<file path="config.mk">
export PLATFORM = sky130hd
export DESIGN_NAME = qspi_arb
export DESIGN_NICKNAME = d
export VERILOG_FILES = /design/src/rtl/qspi_arb.sv
export SDC_FILE = /design/constraint.sdc
export NUM_CORES = 1
export LEC_CHECK = 0
export ABC_CLOCK_PERIOD_IN_PS = 2800
export BUFFER_PORTS_ARGS = -buffer_cell sky130_fd_sc_hd__buf_2
export CORE_MARGIN = 1
export CORE_UTILIZATION = 45
export CTS_CLUSTER_DIAMETER = 40
export DETAILED_ROUTE_END_ITERATION = 10
export GPL_ROUTABILITY_DRIVEN = 0
export GPL_TIMING_DRIVEN = 0
export PLACE_DENSITY = 0.8
export SYNTH_ARGS = -nofsm -noshare
export SYNTH_HDL_FRONTEND = slang
export SYNTH_SLANG_ARGS = --single-unit
</file>
<file path="constraint.sdc">
create_clock -name clk -period 2.8 [get_ports clk]
set_input_delay 0.28 -clock clk [delete_from_list [all_inputs] [get_ports clk]]
set_output_delay 0.28 -clock clk [all_outputs]
set_load 0.01 [all_outputs]
</file>
<file path="src/rtl/qspi_arb.sv">
// qspi_arb
// Shares the single QSPI line-transfer engine between three requesters:
// the instruction-cache fill (i), the data-cache writeback/fill (d) and an
// auxiliary line mover (x). The winner's tag, direction and memory select
// are latched. The engine is then held until it reports line completion.
// The winner gets a one-cycle done pulse afterwards.
//
// Ports:
//   clk, reset              clock, synchronous active-high reset
//   rom_enable              QSPI ROM mode enable from execute
//   i_req / i_tag / i_done  icache line fill request, tag, completion pulse
//   d_req / d_write / d_tag / d_done
//                           dcache line transfer request, direction
//                           (1 = writeback), tag, completion pulse
//   x_req / x_write / x_mem / x_tag / x_done
//                           aux line mover request, direction, memory/ROM
//                           select, tag, completion pulse
//   q_req, q_i_d, q_write, q_mem, q_paddr
//                           request and transfer fields presented to qspi
//   q_done                  qspi reports the last nibble of the line
//   busy                    arbiter is not idle
//   owner                   current owner: 0 none, 1 i, 2 d, 3 x
module qspi_arb #(
  parameter int PA          = 22,
  parameter int LINE_LENGTH = 4,
  parameter int X_WAIT_MAX  = 4
) (
  input  logic                              clk,
  input  logic                              reset,
  input  logic                              rom_enable,
  input  logic                              i_req,
  input  logic [PA-$clog2(LINE_LENGTH)-1:0] i_tag,
  output logic                              i_done,
  input  logic                              d_req,
  input  logic                              d_write,
  input  logic [PA-$clog2(LINE_LENGTH)-1:0] d_tag,
  output logic                              d_done,
  input  logic                              x_req,
  input  logic                              x_write,
  input  logic                              x_mem,
  input  logic [PA-$clog2(LINE_LENGTH)-1:0] x_tag,
  output logic                              x_done,
  output logic                              q_req,
  output logic                              q_i_d,
  output logic                              q_write,
  output logic                              q_mem,
  output logic [PA-$clog2(LINE_LENGTH)-1:0] q_paddr,
  input  logic                              q_done,
  output logic                              busy,
  output logic [1:0]                        owner
);

  localparam int XW = $clog2(X_WAIT_MAX + 1);

  localparam logic [1:0] OWN_NONE = 2'd0;
  localparam logic [1:0] OWN_I    = 2'd1;
  localparam logic [1:0] OWN_D    = 2'd2;
  localparam logic [1:0] OWN_X    = 2'd3;

  localparam logic [XW-1:0] X_WAIT_LIMIT = XW'(X_WAIT_MAX);

  typedef enum logic [1:0] {
    IDLE = 2'd0,
    XFER = 2'd1,
    TURN = 2'd2
  } state_t;

  state_t        state;
  logic [XW-1:0] x_wait;
  logic          pair;

  logic [1:0]    grant;
  logic          grant_cont;

  // Winner selection for the current IDLE cycle.
  // A fill that directly follows a dcache writeback keeps the engine with d,
  // so an evict-then-refill pair completes back to back. After that pair
  // rule, an x that has been passed over X_WAIT_MAX times is forced to win.
  // Otherwise d beats i, and i beats x.
  always_comb begin
    grant      = OWN_NONE;
    grant_cont = 1'b0;
    if (pair && d_req && !d_write) begin
      grant      = OWN_D;
      grant_cont = 1'b1;
    end else if (x_req && (x_wait == X_WAIT_LIMIT)) begin
      grant = OWN_X;
    end else if (d_req) begin
      grant = OWN_D;
    end else if (i_req) begin
      grant = OWN_I;
    end else if (x_req) begin
      grant = OWN_X;
    end
  end

  // busy follows the state register directly, so it is glitch-free and
  // lines up with the registered q_req.
  assign busy = (state != IDLE);

  // Arbiter FSM. All qspi-facing fields are registered at grant time. They
  // then stay frozen until the next grant, so qspi sees stable values for
  // the whole line. Request inputs are not looked at during XFER, because
  // qspi cannot abort a line once it has started.
  always_ff @(posedge clk) begin
    if (reset) begin
      state   <= IDLE;
      owner   <= OWN_NONE;
      q_req   <= 1'b0;
      q_i_d   <= 1'b0;
      q_write <= 1'b0;
      q_mem   <= 1'b0;
      q_paddr <= '0;
      i_done  <= 1'b0;
      d_done  <= 1'b0;
      x_done  <= 1'b0;
      x_wait  <= '0;
      pair    <= 1'b0;
    end else begin
      i_done <= 1'b0;
      d_done <= 1'b0;
      x_done <= 1'b0;
      case (state)
        IDLE: begin
          if (grant != OWN_NONE) begin
            state <= XFER;
            owner <= grant;
            q_req <= 1'b1;
            case (grant)
              OWN_I: begin
                q_paddr <= i_tag;
                q_write <= 1'b0;
                q_mem   <= rom_enable;
                q_i_d   <= 1'b1;
              end
              OWN_D: begin
                q_paddr <= d_tag;
                q_write <= d_write;
                q_mem   <= rom_enable && !d_write;
                q_i_d   <= 1'b0;
              end
              default: begin
                q_paddr <= x_tag;
                q_write <= x_write;
                q_mem   <= x_mem;
                q_i_d   <= 1'b0;
              end
            endcase
            // Each time x is passed over while it is asking, it gets one
            // step closer to a forced win.
            if (grant == OWN_X) begin
              x_wait <= '0;
            end else if (x_req && (x_wait != X_WAIT_LIMIT)) begin
              x_wait <= x_wait + 1'b1;
            end
            if (!grant_cont) begin
              pair <= 1'b0;
            end
          end
        end
        XFER: begin
          if (q_done) begin
            state <= TURN;
            q_req <= 1'b0;
            case (owner)
              OWN_I:   i_done <= 1'b1;
              OWN_D:   d_done <= 1'b1;
              OWN_X:   x_done <= 1'b1;
              default: ;
            endcase
          end
        end
        TURN: begin
          // This is the idle gap qspi uses to release chip select. A d
          // writeback arms the pair rule for the following grant.
          pair  <= (owner == OWN_D) && q_write;
          owner <= OWN_NONE;
          state <= IDLE;
        end
        default: begin
          state <= IDLE;
        end
      endcase
    end
  end

endmodule

</file>
======== After elaboration in Yosys (flattened, before gate mapping) ========
Index checks and enable logic that the tools add are counted.
word-level totals
  register bits after elaboration ......... 35
  input bits .............................. 70
  output and inout port bits .............. 30
  word-level logic and storage cells ...... 74
operators by class
  add/subtract/negate cells ............... 1
  equal/unequal tests ..................... 13
  mux-type cells .......................... 26
  bitwise logic cells ..................... 2
  reductions and logical operators ........ 20
operator list
  kind                                                                   number
  20-bit one-hot mux with 2 select lines                                 1
  2-bit two-way mux                                                      8
  2-bit equality test, second input constant                             5
  2-bit nonzero test                                                     5
  1-bit two-way mux                                                      9
  3-bit AND reduction                                                    3
  1-bit one-hot mux with 2 select lines                                  4
  2-bit one-hot mux with 2 select lines                                  2
  2-bit by 1-bit equality test with 1-bit output, second input constant  3
  1-bit logical AND                                                      6
  3-bit two-way mux                                                      2
  2-bit inequality test, second input constant                           3
  2-bit AND reduction                                                    3
  3-bit by 1-bit adder with 3-bit output, second input constant          1
  3-bit equality test, second input constant                             1
  3-bit inequality test, second input constant                           1
  3-bit OR reduction                                                     1
  2-bit logical NOT                                                      1
  1-bit NOT                                                              2
  1-bit logical NOT                                                      1

======== Longest topological paths before layout ========
  depth after elaboration ................. 8
  gate-level depth with buffers ........... 10
  gate-level depth less buffers ........... 9

======== Worst setup path before layout ========
Ideal clock, no wire load.
  path kind ............................... flip-flop to flip-flop
  start ................................... reg x_wait[0]
  end ..................................... reg q_paddr[8]
  arrival time ............................ 1.863 ns
  required time ........................... 2.668 ns
  slack ................................... 0.804 ns
  cell stages (with the launch flop) ...... 10
  clock period less this slack ............ 1.996 ns
  cells stage by stage .................... dfxtp_1 -> inv_1 -> ha_1 -> nand2_1 -> o31a_1 -> ha_1 -> clkbuf_1 -> a221o_1 -> o2111ai_1 -> a21oi_1
on the way
  cells in the longest elaborated chain, start to end .. 6
  elaborated cells on any way between the ends .. 9
  classes of those cells .................. 3 x eq/ne; 3 x mux; 3 x reduce/logical
ends and longest elaborated chain
  what                                                                                  RTL line  RTL
  start: declaration                                                                    69        logic [XW-1:0] x_wait;
  start signal: assignment                                                              154       x_wait <= x_wait + 1'b1;
  3-bit equality test (*)                                                               86        end else if (x_req && (x_wait == X_WAIT_LIMIT)) begin
  1-bit logical AND (*)                                                                 86
  2-bit two-way mux (*)                                                                 86
  2-bit two-way mux (*)                                                                 83        if (pair && d_req && !d_write) begin
  2-bit equality test (tied with other cells)                                           129       case (grant)
  20-bit one-hot mux with 2 select lines / 2-bit AND reduction (equally long branches)  --
  end signal: assignment                                                                131       q_paddr <= i_tag;
  end signal: assignment                                                                137       q_paddr <= d_tag;
  end signal: assignment                                                                143       q_paddr <= x_tag;
  end: declaration                                                                      47        output logic [PA-$clog2(LINE_LENGTH)-1:0] q_paddr,
Every way passes the cells marked *; elsewhere a longest branch is shown, timed or not.
A chain may end at the register's enable or synchronous reset.

======== Worst setup path after layout ========
  start ................................... reg x_wait[0]
  end ..................................... reg q_paddr[15]
Same word-level chain as after synthesis.

==> run summary <==
pin count of the biggest net entering global routing = 12
wl on met1 = 2376 um
worst rel slew slack = 67.71%
Worst-Skew Late Latency = 0.28 ns
first-pass GRT wire length = 8452 um
Core Rows = 23
Resize count post-CTS = 0
Synth Area in Adders = 2.647%
post-synthesis mux area share = 0%
CP delay by family, top = compound AO/OA/AOI/OAI gates
I/O pin count = 100
Layout area overhead = 35.21%
Seq/Total Area, Yosys = 37.06%
initial antenna violation count = 0
Psw = 0.0004128 W
Die H = 66.82 um
GRT overflow = 0
endpoints failing hold = 0
Leak Pwr = 1.155 nW
post-route design area = 0.002556 mm^2
DRC errors left = 0
area of the multi-input gates = 0.001044 mm^2
Worst VDD drop = 0.0002836 V
H-tree levels = 2
vias in the first global route = 1888
yosys warns = 0
worst flop-to-flop path endpoint = q_paddr[15]$_SDFFE_PP0P_
post-DR wirelength/cell = 14.82 um
Synth cell types = 43
async set-reset flop share out of synthesis = 0%
Initial Util = 46.93%
Synth Area in Compound Gates = 40.11%
Final Util = 63.45%
Fin Setup TNS = 0 ns
Max Root-Sink Buffers = 2
flops & latches, synth = 35
layout cells sized above 1 = 39.43%
HP Class = input port to flip-flop
Crit Path Max Fanout = 10
Setup crit start kind = flip-flop
worst stage delay on the critical path = 0.40 ns
drt first pass iters = 4
crit path buf inv count = 3
syn_area_per_cell = 8.918 um^2
Synth Net Count = 286
pre-CTS setup slack = 0.4230 ns
Req. time, crit path = 3.01 ns
CP arrival = 2.62 ns
CP endpoint kind = flip-flop
core area = 0.004029 mm^2
most common cell after layout, fill and taps aside = buf_2
Crit path depth = 9
Die Wd = 66.82 um
Clock Skews = 0.004892 ns
wire length on met2 = 2530 um
fmax = 415.7 MHz
status = complete, no violations
Post-synth EDFFs = 0
register area = 700.7 um^2
xor/xnor cell area share of the yosys netlist = 0%
DR vias = 2120
TritonCTS buffer count = 5
Routed Antenna Nets = 0
PD cells = 555.3 mW/mm^2
Worst-path clk slew = 0.07 ns
Critical Path Start = x_wait[0]$_SDFFE_PP0P_
kind of critical path = flip-flop to flip-flop
ant diodes = 0
Post-Syn Instances = 212
wire length on met3 = 501 um
FILL cells = 364
final WL = 5439 um
Nets = 390
Synth Flop Type = dfxtp_1
worst r2r src = x_wait[0]$_SDFFE_PP0P_
GRT Total Usage = 25.15%
Slew @ Worst Pin = 0.4844 ns
sequential share of power = 40.3%
postcts setup bufs = 0
FF-to-FF path depth = 9
final setup vio count = 0
worst path cell trace = inv_1 > ha_1 > nand2_1 > o31a_1 > ha_1 > inv_1 > clkbuf_1 > o2111ai_1 > a21oi_1
Sw Ratio = 29.08%
DR iter-0 viols = 121
Clock power frac = 32.9%
placed cell area = 0.002439 mm^2
Cell Area, Synth = 0.001891 mm^2
most frequent cells in the layout = buf_2, dfxtp_1, a21oi_1, a221o_1, o2111ai_1
Worst path slowest cell = clkbuf_1
Setup crit end = q_paddr[15]$_SDFFE_PP0P_
Via-to-Cell Ratio = 5.777
main combinational cell family by area after synthesis = compound AO/OA/AOI/OAI gates
clock sinks = 35
Comb pwr share = 26.8%
Post-DP HPWL = 4045 um
Max-Cap Viols = 0
top sig layer = met4
Post-CTS Hold Buffers = 0
Reg2Reg Setup Slack = 0.39 ns
unrepaired setup endpoints after global routing = no
simple-gate share of the synthesized area = 12.44%
crit path time final = 2.406 ns
worst setup margin = 0.3945 ns
Pins Over Slew Limit = 0
full die area = 0.004464 mm^2
Port Buffers = 97
Power Internal = 0.001007 W
CTS tree = done
clk root buf = clkbuf_8
Period Utilization, post-route = 85.91%
metal layers:
layer / vias up / GRT usage (%)
met3: 2 / 8.733
met5: - / 0
met4: 0 / 6.915
met1: 955 / 30.01
met2: 111 / 42.30
li1: 1052 / -
worst min-delay path by stage:
stage                                   from                   end  cells past startpoint
after detailed placement  q_req$_SDFFE_PP0P_    q_req$_SDFFE_PP0P_                      2
after CTS                            x_write  q_write$_SDFFE_PP0P_                      3
after global placement    q_req$_SDFFE_PP0P_    q_req$_SDFFE_PP0P_                      2
after global routing                 x_write  q_write$_SDFFE_PP0P_                      3
after floorplan                        x_mem    q_mem$_SDFFE_PP0P_                      2
final                                x_write  q_write$_SDFFE_PP0P_                      3
worst reg2reg max path: stages, from the launching register on:
cell and delay [ns]:
dfxtp_1 0.31, inv_1 0.09, ha_1 0.23, nand2_1 0.10, o31a_1 0.30, ha_1 0.39
inv_1 0.14, clkbuf_1 0.40, o2111ai_1 0.21, a21oi_1 0.15
synthesized netlist by cell type, drive strengths merged (2+ instances only):
| cell | count | share of area (%) |
|---|---|---|
| dfxtp | 35 | 37 |
| a21oi | 28 | 7.4 |
| o21ai | 21 | 5.6 |
| a221o | 20 | 11 |
| o2111ai | 20 | 9.3 |
| clkbuf | 13 | 2.6 |
| buf | 11 | 3.9 |
| nand2 | 8 | 1.6 |
| inv | 6 | 1.2 |
| ha | 4 | 2.6 |
| nor2 | 4 | 1.2 |
| nor2b | 4 | 1.3 |
| a311oi | 3 | 1.4 |
| a21o | 2 | 0.79 |
| and3 | 2 | 0.66 |
| nand2b | 2 | 0.66 |
| nand3 | 2 | 0.53 |
| nand4 | 2 | 0.66 |
| nand4b | 2 | 0.93 |
| nor3 | 2 | 0.79 |
| o21bai | 2 | 0.79 |
| o221ai | 2 | 0.93 |
| o31ai | 2 | 0.79 |
| or3b | 2 | 0.93 |
power groups by stage:
stage | combinational (W) | sequential [W] | clock (W)
floorplan | 0.000212 | 0.000601 | 0
global placement | 0.000373 | 0.000581 | 0
detailed placement | 0.000380 | 0.000583 | 0
CTS | 0.000381 | 0.000571 | 0.000476
global route | 0.000421 | 0.000578 | 0.000499
finish | 0.000380 | 0.000572 | 0.000467
through the flow:
step / hold slack, ns / cells / power [W]
2_1_floorplan: 0.4484 / 212 / 0.0008132
3_3_place_gp: 0.4432 / 359 / 0.0009543
3_5_place_dp: 0.4502 / 359 / 0.0009627
4_1_cts: 0.2730 / 367 / 0.001428
5_1_grt: 0.2612 / 367 / 0.001498
6_report: 0.2809 / 367 / 0.001419
kinds of logic after synthesis:
kind of cell	count (synthesis)
adders and majority gates	4
and+or+nand+nor	37
AOI/OAI and AO/OA	106
buffers and inverters	30
DFF	35
cell type report:
class	count	share of cell area (%)
plain buffers	24	4.846
clock buffers	6	3.231
clock inverters	2	1.371
inverters	6	0.8811
multi-input cells	147	40.82
flip-flops and latches	35	27.41
well taps	50	2.447
repair buffers	97	18.99
sequential cells by signal, indices dropped and copies added, names as in the netlist, 2 cells and up:
signal,cells
owner,2
state,2
q_paddr,20
x_wait,3
Power figures use the tool's default switching activity.
